$ cat config.mk
export PLATFORM = sky130hd
export DESIGN_NAME = manycore_barrier_ctrl_flat
export DESIGN_NICKNAME = d
export VERILOG_FILES = /design/src/rtl/manycore_barrier_ctrl_if.sv /design/src/rtl/manycore_barrier_ctrl.sv /design/src/flat_wrapper.sv
export SDC_FILE = /design/constraint.sdc
export NUM_CORES = 1
export LEC_CHECK = 0
export BUFFER_PORTS_ARGS = -buffer_cell sky130_fd_sc_hd__clkbuf_2
export CAP_MARGIN = 40
export CORE_MARGIN = 1.5
export CORE_UTILIZATION = 52
export CTS_BUF_LIST = sky130_fd_sc_hd__clkbuf_16
export DETAILED_ROUTE_END_ITERATION = 8
export PLACE_DENSITY = 0.82
export RECOVER_POWER = 25
export SLEW_MARGIN = 15
export SYNTH_ARGS = -nofsm -noshare
export SYNTH_HDL_FRONTEND = slang
export SYNTH_SLANG_ARGS = --single-unit
$ cat constraint.sdc
create_clock -name clk -period 2.8 [get_ports clk]
set_input_delay 0.14 -clock clk [delete_from_list [all_inputs] [get_ports clk]]
set_output_delay 0.14 -clock clk [all_outputs]
set_load 0.005 [all_outputs]
$ cat src/rtl/manycore_barrier_ctrl_if.sv
// Barrier request/grant bundle between the core array and the barrier controller.
// Latency: none, wires only.
// Backpressure: none; requests are level signals held by the cores until the grant arrives.
interface manycore_barrier_ctrl_if #(
    parameter int NUM_CORES = 64,
    parameter int TIMEOUT_W = 20,
    parameter int EPOCH_W   = 16
);
    logic [NUM_CORES-1:0] i_core_req;
    logic [NUM_CORES-1:0] i_core_mask;
    logic                 i_sync_to_frame;
    logic                 i_frame_tick;
    logic [TIMEOUT_W-1:0] i_timeout_limit;
    logic                 i_clear_timeout;
    logic                 o_core_grant;
    logic [1:0]           o_state;
    logic [EPOCH_W-1:0]   o_epoch;
    logic                 o_timeout;
    logic [NUM_CORES-1:0] o_missing_core;

    // Core-array / config side: drives requests and configuration, observes grant and status.
    modport master (
        output i_core_req, i_core_mask, i_sync_to_frame, i_frame_tick,
               i_timeout_limit, i_clear_timeout,
        input  o_core_grant, o_state, o_epoch, o_timeout, o_missing_core
    );

    // Controller side.
    modport slave (
        input  i_core_req, i_core_mask, i_sync_to_frame, i_frame_tick,
               i_timeout_limit, i_clear_timeout,
        output o_core_grant, o_state, o_epoch, o_timeout, o_missing_core
    );
endinterface

$ cat src/rtl/manycore_barrier_ctrl.sv
// Barrier scheduler: gathers per-core requests, raises a shared grant, counts epochs, flags stuck cores.
// Latency: grant rises 1 cycle after the last arrival (or after the frame tick) and falls 1 cycle after the last withdrawal.
// Backpressure: none; cores hold their level request until the grant arrives, then drop it.
module manycore_barrier_ctrl #(
    parameter int NUM_CORES = 64,
    parameter int TIMEOUT_W = 20,
    parameter int EPOCH_W   = 16
) (
    input  logic                     clk,
    input  logic                     reset,
    manycore_barrier_ctrl_if.slave   bus
);
    typedef enum logic [1:0] {
        GATHER     = 2'd0,
        WAIT_FRAME = 2'd1,
        RELEASE    = 2'd2
    } state_t;

    state_t               state;
    state_t               state_nxt;
    logic                 grant;
    logic                 grant_nxt;
    logic [EPOCH_W-1:0]   epoch;
    logic [TIMEOUT_W-1:0] timer;
    logic                 timeout;
    logic [NUM_CORES-1:0] missing;

    logic                 all_set;
    logic                 all_clr;
    logic                 any_en;
    logic                 any_req;
    logic                 timer_run;
    logic                 timeout_hit;
    logic                 epoch_inc;
    logic [TIMEOUT_W-1:0] limit_m1;
    logic [NUM_CORES-1:0] snapshot;

    // Arrival/withdrawal terms on live inputs; masked-off cores never block and never count.
    always_comb begin
        all_set   = &(bus.i_core_req | ~bus.i_core_mask);
        all_clr   = ~|(bus.i_core_req & bus.i_core_mask);
        any_en    = |bus.i_core_mask;
        any_req   = ~all_clr;
        limit_m1  = bus.i_timeout_limit - TIMEOUT_W'(1);
        // Timer only advances while someone is actually stalled: a partial gather, or an unfinished release.
        timer_run = ((state == GATHER) && any_req) || (state == RELEASE);
        // Gated with timer_run so an idle gather or a frame wait (timer parked at 0) never trips a limit of 1.
        timeout_hit = (bus.i_timeout_limit != '0) && timer_run && (timer == limit_m1);
        snapshot  = (state == RELEASE) ? (bus.i_core_mask & bus.i_core_req)
                                       : (bus.i_core_mask & ~bus.i_core_req);
    end

    // State register.
    always_ff @(posedge clk) begin
        if (reset) state <= GATHER;
        else       state <= state_nxt;
    end

    // Next-state: a tick coinciding with the gather->wait transition is ignored because GATHER never looks at it.
    always_comb begin
        state_nxt = state;
        case (state)
            GATHER:     if (any_en && all_set)
                            state_nxt = bus.i_sync_to_frame ? WAIT_FRAME : RELEASE;
            WAIT_FRAME: if (bus.i_frame_tick) state_nxt = RELEASE;
            RELEASE:    if (all_clr) state_nxt = GATHER;
            default:    state_nxt = GATHER;
        endcase
    end

    // Outputs derived from the FSM: grant is registered from the next state, epoch bumps on release exit.
    always_comb begin
        grant_nxt   = (state_nxt == RELEASE);
        epoch_inc   = (state == RELEASE) && all_clr;
        bus.o_state = state;
    end

    // Grant and epoch registers.
    always_ff @(posedge clk) begin
        if (reset) begin
            grant <= 1'b0;
            epoch <= '0;
        end else begin
            grant <= grant_nxt;
            if (epoch_inc) epoch <= epoch + EPOCH_W'(1);
        end
    end

    // Phase timer: restarts on every state change, frozen while waiting for a frame, saturates.
    always_ff @(posedge clk) begin
        if (reset)                  timer <= '0;
        else if (state_nxt != state) timer <= '0;
        else if (timer_run && (timer != '1)) timer <= timer + TIMEOUT_W'(1);
    end

    // Sticky timeout with one snapshot per event; a new event beats a simultaneous clear.
    always_ff @(posedge clk) begin
        if (reset) begin
            timeout <= 1'b0;
            missing <= '0;
        end else if (timeout_hit && (!timeout || bus.i_clear_timeout)) begin
            timeout <= 1'b1;
            missing <= snapshot;
        end else if (bus.i_clear_timeout) begin
            timeout <= 1'b0;
            missing <= '0;
        end
    end

    assign bus.o_core_grant   = grant;
    assign bus.o_epoch        = epoch;
    assign bus.o_timeout      = timeout;
    assign bus.o_missing_core = missing;
endmodule
$ cat src/flat_wrapper.sv
// flat-port wrapper written by rule: the top's interface ports become plain ports
module manycore_barrier_ctrl_flat 
#(
    parameter int NUM_CORES = 64,
    parameter int TIMEOUT_W = 20,
    parameter int EPOCH_W   = 16
)
  (clk, reset, bus_i_core_req, bus_i_core_mask, bus_i_sync_to_frame, bus_i_frame_tick, bus_i_timeout_limit, bus_i_clear_timeout, bus_o_core_grant, bus_o_state, bus_o_epoch, bus_o_timeout, bus_o_missing_core);
  manycore_barrier_ctrl_if #(.NUM_CORES(NUM_CORES), .TIMEOUT_W(TIMEOUT_W), .EPOCH_W(EPOCH_W)) bus_i ();
  input  logic clk;
  input  logic reset;
  input wire logic [$bits(bus_i.i_core_req)-1:0] bus_i_core_req;
  input wire logic [$bits(bus_i.i_core_mask)-1:0] bus_i_core_mask;
  input wire logic [$bits(bus_i.i_sync_to_frame)-1:0] bus_i_sync_to_frame;
  input wire logic [$bits(bus_i.i_frame_tick)-1:0] bus_i_frame_tick;
  input wire logic [$bits(bus_i.i_timeout_limit)-1:0] bus_i_timeout_limit;
  input wire logic [$bits(bus_i.i_clear_timeout)-1:0] bus_i_clear_timeout;
  output wire logic [$bits(bus_i.o_core_grant)-1:0] bus_o_core_grant;
  output wire logic [$bits(bus_i.o_state)-1:0] bus_o_state;
  output wire logic [$bits(bus_i.o_epoch)-1:0] bus_o_epoch;
  output wire logic [$bits(bus_i.o_timeout)-1:0] bus_o_timeout;
  output wire logic [$bits(bus_i.o_missing_core)-1:0] bus_o_missing_core;
  assign bus_i.i_core_req = bus_i_core_req;
  assign bus_i.i_core_mask = bus_i_core_mask;
  assign bus_i.i_sync_to_frame = bus_i_sync_to_frame;
  assign bus_i.i_frame_tick = bus_i_frame_tick;
  assign bus_i.i_timeout_limit = bus_i_timeout_limit;
  assign bus_i.i_clear_timeout = bus_i_clear_timeout;
  assign bus_o_core_grant = bus_i.o_core_grant;
  assign bus_o_state = bus_i.o_state;
  assign bus_o_epoch = bus_i.o_epoch;
  assign bus_o_timeout = bus_i.o_timeout;
  assign bus_o_missing_core = bus_i.o_missing_core;
  manycore_barrier_ctrl #(.NUM_CORES(NUM_CORES), .TIMEOUT_W(TIMEOUT_W), .EPOCH_W(EPOCH_W)) u_core (.clk(clk), .reset(reset), .bus(bus_i));
endmodule
==> results of run 1 <==
[cells by family after synthesis]
family,count (synthesis)
and+or+nand+nor,335
muxes,67
xor gates and xnor gates,121
adders and majority gates,4
DFF,104
AOI/OAI and AO/OA,93
buffers and inverters,111
[placed cells by master (no fill, tap or decap), types with 4 or more instances in the layout]
cell type,synthesis,layout
a21oi_1,10,10
a221oi_1,18,18
a22o_1,17,17
buf_12,0,5
buf_4,0,32
clkbuf_1,37,14
clkbuf_16,0,9
clkbuf_2,0,221
dfxtp_1,104,104
ha_1,4,4
inv_1,62,62
mux2i_1,67,67
nand2_1,19,18
nand2b_1,14,14
nand3_1,18,17
nand3b_1,39,39
nand4_1,24,24
nor2_1,54,53
nor2b_1,4,4
nor3_1,11,11
nor4_1,34,34
nor4_2,4,4
o2111ai_1,4,4
o21ai_0,8,7
o22ai_1,19,19
or3_1,34,34
or3b_2,65,65
or4_1,4,4
xnor2_1,93,93
xor2_1,28,28
[power by group]
part	total (mW)	leakage [nW]	switching, mW	internal [mW]
Sequential	1.49	0.838	0.00569	1.48
Clock	1.19	0.135	0.589	0.605
Combinational	0.571	3.05	0.335	0.236
[per-layer routing]
| metal | vias to the layer above | global-route usage (%) | part of all wire [%] |
|---|---|---|---|
| met3 | 90 | 8.68 | 9.3 |
| met4 | 0 | 15.2 | 3.9 |
| met1 | 3504 | 42.5 | 39 |
| met5 | - | 0 | 0 |
| li1 | 3474 | - | - |
| met2 | 419 | 58.6 | 48 |
[worst min path at each step]
stage	start	endpoint	slack [ps]
2_1_floorplan	bus_i_core_mask[15]	u_core.bus.o_missing_core[15]	310
3_3_place_gp	bus_i_core_mask[29]	u_core.bus.o_missing_core[29]	440
3_5_place_dp	bus_i_core_mask[19]	u_core.bus.o_missing_core[19]	450
4_1_cts	bus_i_core_mask[19]	u_core.bus.o_missing_core[19]	80
5_1_grt	bus_i_core_mask[29]	u_core.bus.o_missing_core[29]	100
6_report	bus_i_core_mask[19]	u_core.bus.o_missing_core[19]	90
[worst reg2reg max path: cells and delay by family, from the launching register on]
family	cells	cell delay, ps
DFF	1	380
AOI/OAI and AO/OA	1	90
muxes	1	190
xor gates and xnor gates	2	400
buffers and inverters	2	410
and+or+nand+nor	4	870
[area by class of cell]
| cell class | count | area (sq um) | area share [%] |
|---|---|---|---|
| tap | 176 | 220 | 2.46 |
| clock buffer | 9 | 225 | 2.52 |
| sequential | 104 | 2080 | 23.3 |
| inverter | 62 | 233 | 2.60 |
| clock inverter | 7 | 46.3 | 0.518 |
| multi-input combinational | 620 | 4640 | 51.9 |
| timing repair buffer | 272 | 1500 | 16.8 |
[state kept, by name, indices dropped and copies added (netlist names)]
name and cells:
u_core.bus.o_state 2, u_core.bus.o_missing_core 64, u_core.timer 20, u_core.bus.o_core_grant 1, u_core.bus.o_timeout 1, u_core.bus.o_epoch 16
[per-stage QoR]
step | power [mW] | setup TNS (ps) | setup slack [ps]
final | 3.25 | 0 | 274
after global routing | 3.37 | 0 | 171
after CTS | 3.26 | 0 | 311
after detailed placement | 2.07 | -1880 | -65.1
after global placement | 2.07 | 0 | 27.4
after floorplan | 1.76 | 0 | 295
==> metrics.txt, run 1 <==
gr ovfl total 0; total track usage 35.0%; placed insts 1234; VDD IR-drop max 0.254 mV; Critical path origin bus_i_timeout_limit[1]; DRT iter0 DRCs 650; vias in the first global route 7134; syn_nets 992; TritonCTS clock tree built; FF-to-FF End u_core.bus.o_missing_core[11]; fin util 67.0%; largest family of logic cells by synthesized area simple AND/OR/NAND/NOR gates; starting density of the core 53.7%; Crit. End Element flip-flop; Hold WC Path Type input port to flip-flop; Max stage delay on crit path 710 ps; final worst path period share 90.2%; clock skew 7.42 ps; hpwl dp 20.2 mm; H-tree depth 3; clk buf depth 2; Clk pin slew, worst setup/hold paths 70 ps; Worst path depth 11; Synth Area in Compound Gates 9.62%; Filler cells 1175; WP data arrival 2760 ps; Row Count 42; Post-Syn Area 7170 sq um; register area share after synthesis 29.0%; multiplexer area fraction after synthesis 9.36%; FFs w/ async S/R, synth 0%; RSZ-0062 raised after global routing false; Synth area leader dfxtp_1; Synth Area in Adders 0.698%; RePlAce Congestion 1.01; post-synth top area share 29.0%; top cells by count, synth 104 x dfxtp_1, 93 x xnor2_1, 67 x mux2i_1, 65 x or3b_2, 62 x inv_1; CP Buf/Inv Count 3; Worst setup SP type input port; f_max 0.396 GHz; status complete, no violations; clk root buf clkbuf_16; Syn Area/Cell 8.58 sq um; Post-synth EDFFs 0; most frequent cell after synthesis dfxtp_1; library cells used by synthesis 50; CTS sink cnt 104; Synth Register Bits 104; first-pass GRT wire length 39.1 mm; CP Data Required Time 3030 ps; Syn. warnings 0; worst-path maximum fanout 39; final hold vios 0; Worst Reg-to-Reg Cells 10; IO Count 237; placed cell area 8690 sq um; Vias 7487; initial antenna violation count 0; IO Port Bufs 236; n_diodes 0; Pwr Density 364 nW/um^2; final WL 25.7 mm; DR WL/cell 20.5 microns; hold path depth 3; Final min period 2530 ps; Slew @ Worst Pin 494 ps; worst skew pair latency 360 ps; DR DRC count 0; Area Growth Syn to Fin 24.8%; Crit Path Category input port to flip-flop; Post-CTS Setup Bufs 0; crit-path leading delay family simple AND/OR/NAND/NOR gates; Non-Filler Instances 1250; Post-DRT Antenna Nets 0; 1st-pass router iterations 5; Max-Cap Viols 0; die area 14500 sq um; Synth Flop Type dfxtp_1; leak pwr 4.02 nW; Final Max Slew Viols 0; Slowest cell on crit path or4_1; share of layout cells above drive strength 1 32.4%; Die H 120 microns; Area contributors post-synth dfxtp_1 29%, xnor2_1 11%, mux2i_1 9.4%; post-route cell area 8940 sq um; largest net degree at the start of global routing 83; CTS Buf Count 9; crit path cell chain clkbuf_2, or4_1, nor3_2, a31oi_1, nor4_1, nand4_1, nor4_2, buf_4, nand3_4, buf_12, mux2i_1; Final nets 1226; cts hold-fix bufs 0; post-CTS resize count 0; Cells after Synth 835; crit path capture u_core.bus.o_missing_core[11]; worst hold slack 90.6 ps; CORE AREA 13300 sq um; Synth Area in XOR/XNOR 14.8%; R2R Path Start u_core.timer[15]; final setup vio count 0; r2r setup slk 320 ps; relative slew slack 67.1%; Die Wd 120 microns; simple-gate share of the synthesized area 29.9%; Via density 5.99
No activity file was read; power rests on OpenSTA's default activity.
==> run 2: changes to the inputs <==
--- a/config.mk
+++ b/config.mk
@@ -5,12 +5,14 @@
 export SDC_FILE = /design/constraint.sdc
 export NUM_CORES = 1
 export LEC_CHECK = 0
+export ABC_AREA = 1
 export BUFFER_PORTS_ARGS = -buffer_cell sky130_fd_sc_hd__clkbuf_2
 export CAP_MARGIN = 40
 export CORE_MARGIN = 1.5
-export CORE_UTILIZATION = 52
+export CORE_UTILIZATION = 53
 export CTS_BUF_LIST = sky130_fd_sc_hd__clkbuf_16
 export DETAILED_ROUTE_END_ITERATION = 8
+export MAX_ROUTING_LAYER = met4
 export PLACE_DENSITY = 0.82
 export RECOVER_POWER = 25
 export SLEW_MARGIN = 15
==> constraint.sdc (replaced) <==
create_clock -name clk -period 2.6 [get_ports clk]
set_input_delay 0.13 -clock clk [delete_from_list [all_inputs] [get_ports clk]]
set_output_delay 0.13 -clock clk [all_outputs]
set_load 0.005 [all_outputs]
==> metrics.txt, run 2 <==
worst hold slack 179 ps (+88.1 ps); Hold WC Path Type input port to flip-flop; clk buf depth 2 (unchanged); Post-Syn Area 7910 sq um (+10%); leading cell type in the layout, fill and taps excluded nand2_1; 1st-pass router iterations 6 (+1); FFs w/ async S/R, synth 0% (unchanged); DR DRC count 0 (unchanged); CP Buf/Inv Count 3 (unchanged); Row Count 44 (+4.8%); Slew @ Worst Pin 897 ps (+403 ps); final worst path period share 85.9%; Area contributors post-synth dfxtp_1 26%, nand2_1 17%, nand3_1 11%; fin util 65.3% (-1.7 points); Filler cells 1473 (+25%); final WL 29.9 mm (+16%); Max stage delay on crit path 330 ps (-380 ps); Pwr Density 405 nW/um^2 (+11%); Flop pwr share 41.9% (-3.8 points); Post-CTS Setup Bufs 0 (unchanged); initial antenna violation count 0 (unchanged); Area Growth Syn to Fin 20.1%; Synth Flop Type dfxtp_1; Syn Area/Cell 5.77 sq um (-33%); Via density 5.62 (-6.1%); placed cell area 9230 sq um (+6.3%); IO Port Bufs 236 (unchanged); H-tree depth 3 (unchanged); final hold vios 0 (unchanged); Worst setup SP type flip-flop; Synth area leader dfxtp_1; Cells after Synth 1371 (+64%); most frequent cell after synthesis nand2_1; Synth Register Bits 104 (unchanged); Max-Cap Viols 0 (unchanged); combinational fraction of design power 20.8% (+3.2 points); syn_nets 1528 (+54%); clock skew 21.3 ps (+13.9 ps); Sw Pwr 1.30 mW (+40%); CP Data Required Time 2890 ps (-140 ps); Most common cell on crit path nand2_1; Slowest cell on crit path dfxtp_1; most frequent cells in the layout 363 x nand2_1, 208 x clkbuf_2, 179 x nand3_1; placed insts 1754 (+42%); Die H 125 microns (+3.9%); Syn. warnings 0 (unchanged); Die Wd 125 microns (+3.9%); starting density of the core 54.4% (+0.71 points); Final nets 1738 (+42%); Final min period 2230 ps; CTS Buf Count 9 (unchanged); status complete, no violations; VDD IR-drop max 0.328 mV (+29%); Seq. cell area 2080 sq um (unchanged); post-synth top area share 26.3% (-2.7 points); CTS sink cnt 104 (unchanged); gr ovfl total 0 (unchanged); leak pwr 4.43 nW (+10%); worst skew pair latency 370 ps (about the same); P_int 2.55 mW (+9.6%); n_diodes 0 (unchanged); IO Count 237 (unchanged); total negative slack 0 ps (unchanged); Vias 9956 (+33%); crit-path leading delay family simple AND/OR/NAND/NOR gates; Design Power 3.85 mW (+18%); Met3 Routed Length 2.77 mm (+16%); RePlAce Congestion 1.00 (-0.38%); routed wl met2 13.6 mm (+10%); Max Used Layer met4; total track usage 38.5% (+3.5 points); DRT iter0 DRCs 1019 (+57%); Post-DRT Antenna Nets 0 (unchanged); Final Max Slew Viols 0 (unchanged); die area 15700 sq um (+8.0%); final setup vio count 0 (unchanged); Final WS setup 366 ps (+92.3 ps); register area share after synthesis 26.3% (-2.7 points); clk root buf clkbuf_16; share of layout cells above drive strength 1 17.3% (-15 points); library cells used by synthesis 38 (-24%); clock power share 37.3% (+0.6 points); cts hold-fix bufs 0 (unchanged); post-route cell area 9500 sq um (+6.2%); hpwl dp 23.6 mm (+17%); max reg flops 64 (unchanged); crit path cell chain buf_4, nand2_1, inv_1, nor2_1, nand2_1, nor2_1, nand2_1, nor2_1, nand2_1, nor2_1, nand2_1, nor2_4, nand2_2, nor2_8, buf_12, nand3_1, a21oi_1; WP data arrival 2520 ps (-240 ps); post-CTS resize count 0 (unchanged); Non-Filler Instances 1770 (+42%); wl on met1 12.5 mm (+25%); Crit Path Category flip-flop to flip-flop; pre-CTS WS 204 ps (+269 ps); largest net degree at the start of global routing 90 (+8.4%); RSZ-0062 raised after global routing false; Sw Share 33.8% (+5.2 points); Crit. End Element flip-flop; Clk pin slew, worst setup/hold paths 90 ps (+20 ps); Post-synth EDFFs 0 (unchanged); first-pass GRT wire length 46.9 mm (+20%); relative slew slack 40.2% (-27 points); CORE AREA 14500 sq um (+8.9%); TritonCTS clock tree built; f_max 0.448 GHz; footprint of the multi-input gates 4890 sq um (+5.5%); vias in the first global route 9112 (+28%); DR WL/cell 16.9 microns (-18%); top cells by count, synth 364 x nand2_1, 179 x nand3_1, 174 x inv_1, 148 x nor2_1, 104 x dfxtp_1; worst-path maximum fanout 44 (+13%)
## run 2: cell count changes in the layout (fill, tap and decap cells not counted), moves of 34 or more
cell | before | now
a21oi_1 | 10 | 74
or3b_2 | 65 | 0
mux2i_1 | 67 | 0
or3_1 | 34 | 0
inv_1 | 62 | 173
nor2_1 | 53 | 147
nand3_1 | 17 | 179
o21ai_0 | 7 | 99
xnor2_1 | 93 | 12
nand2_1 | 18 | 363
nand3b_1 | 39 | 4
## run 2: worst paths after layout
path / from / endpoint / slack (ps) / depth (start not counted)
worst max-delay path: u_core.timer[0] / u_core.bus.o_missing_core[11] / 370 / 17
worst min-delay path: bus_i_core_req[22] / u_core.bus.o_missing_core[22] / 180 / 5
worst max register to register: u_core.timer[0] / u_core.bus.o_missing_core[11] / 370 / 17
worst min register to register: u_core.bus.o_missing_core[39] / u_core.bus.o_missing_core[39] / 480 / 2
## run 2: worst min-delay path, cell delays in order
cell      delay, ps
clkbuf_2         90
nand2_1          70
o21ai_0          80
nand3_1          80
a21oi_1          60
## run 2: cell families (layout without fill, tap and decap cells)
family / after synthesis / after routing / synth area share (%)
buffers and inverters: 233 / 448 / 11.9
xor gates and xnor gates: 36 / 36 / 4.16
AOI/OAI and AO/OA: 178 / 178 / 11.4
DFF: 104 / 104 / 26.3
and+or+nand+nor: 816 / 816 / 45.6
adders and majority gates: 4 / 4 / 0.633
## run 2: layer usage
layer  vias to the layer above  track usage, %
met1                      4476            50.0
met3                        76            5.48
met5                         -               -
met4                         0            13.2
li1                       4865               -
met2                       539            61.5
## run 2: power by group through the flow
stage | Combinational, mW | Sequential [mW] | Clock, mW
after CTS | 0.781 | 1.61 | 1.43
after floorplan | 0.424 | 1.65 | 0
after global routing | 0.879 | 1.61 | 1.49
after global placement | 0.775 | 1.65 | 0
after detailed placement | 0.777 | 1.65 | 0
final | 0.800 | 1.61 | 1.43
## run 2: area by class of cell
cell class / count / share of cell area, %
clock buffer: 9 / 2.37
clock inverter: 7 / 0.751
inverter: 176 / 6.96
multi-input combinational: 1034 / 51.5
sequential: 104 / 21.9
tap: 184 / 2.42
timing repair buffer: 256 / 14.0
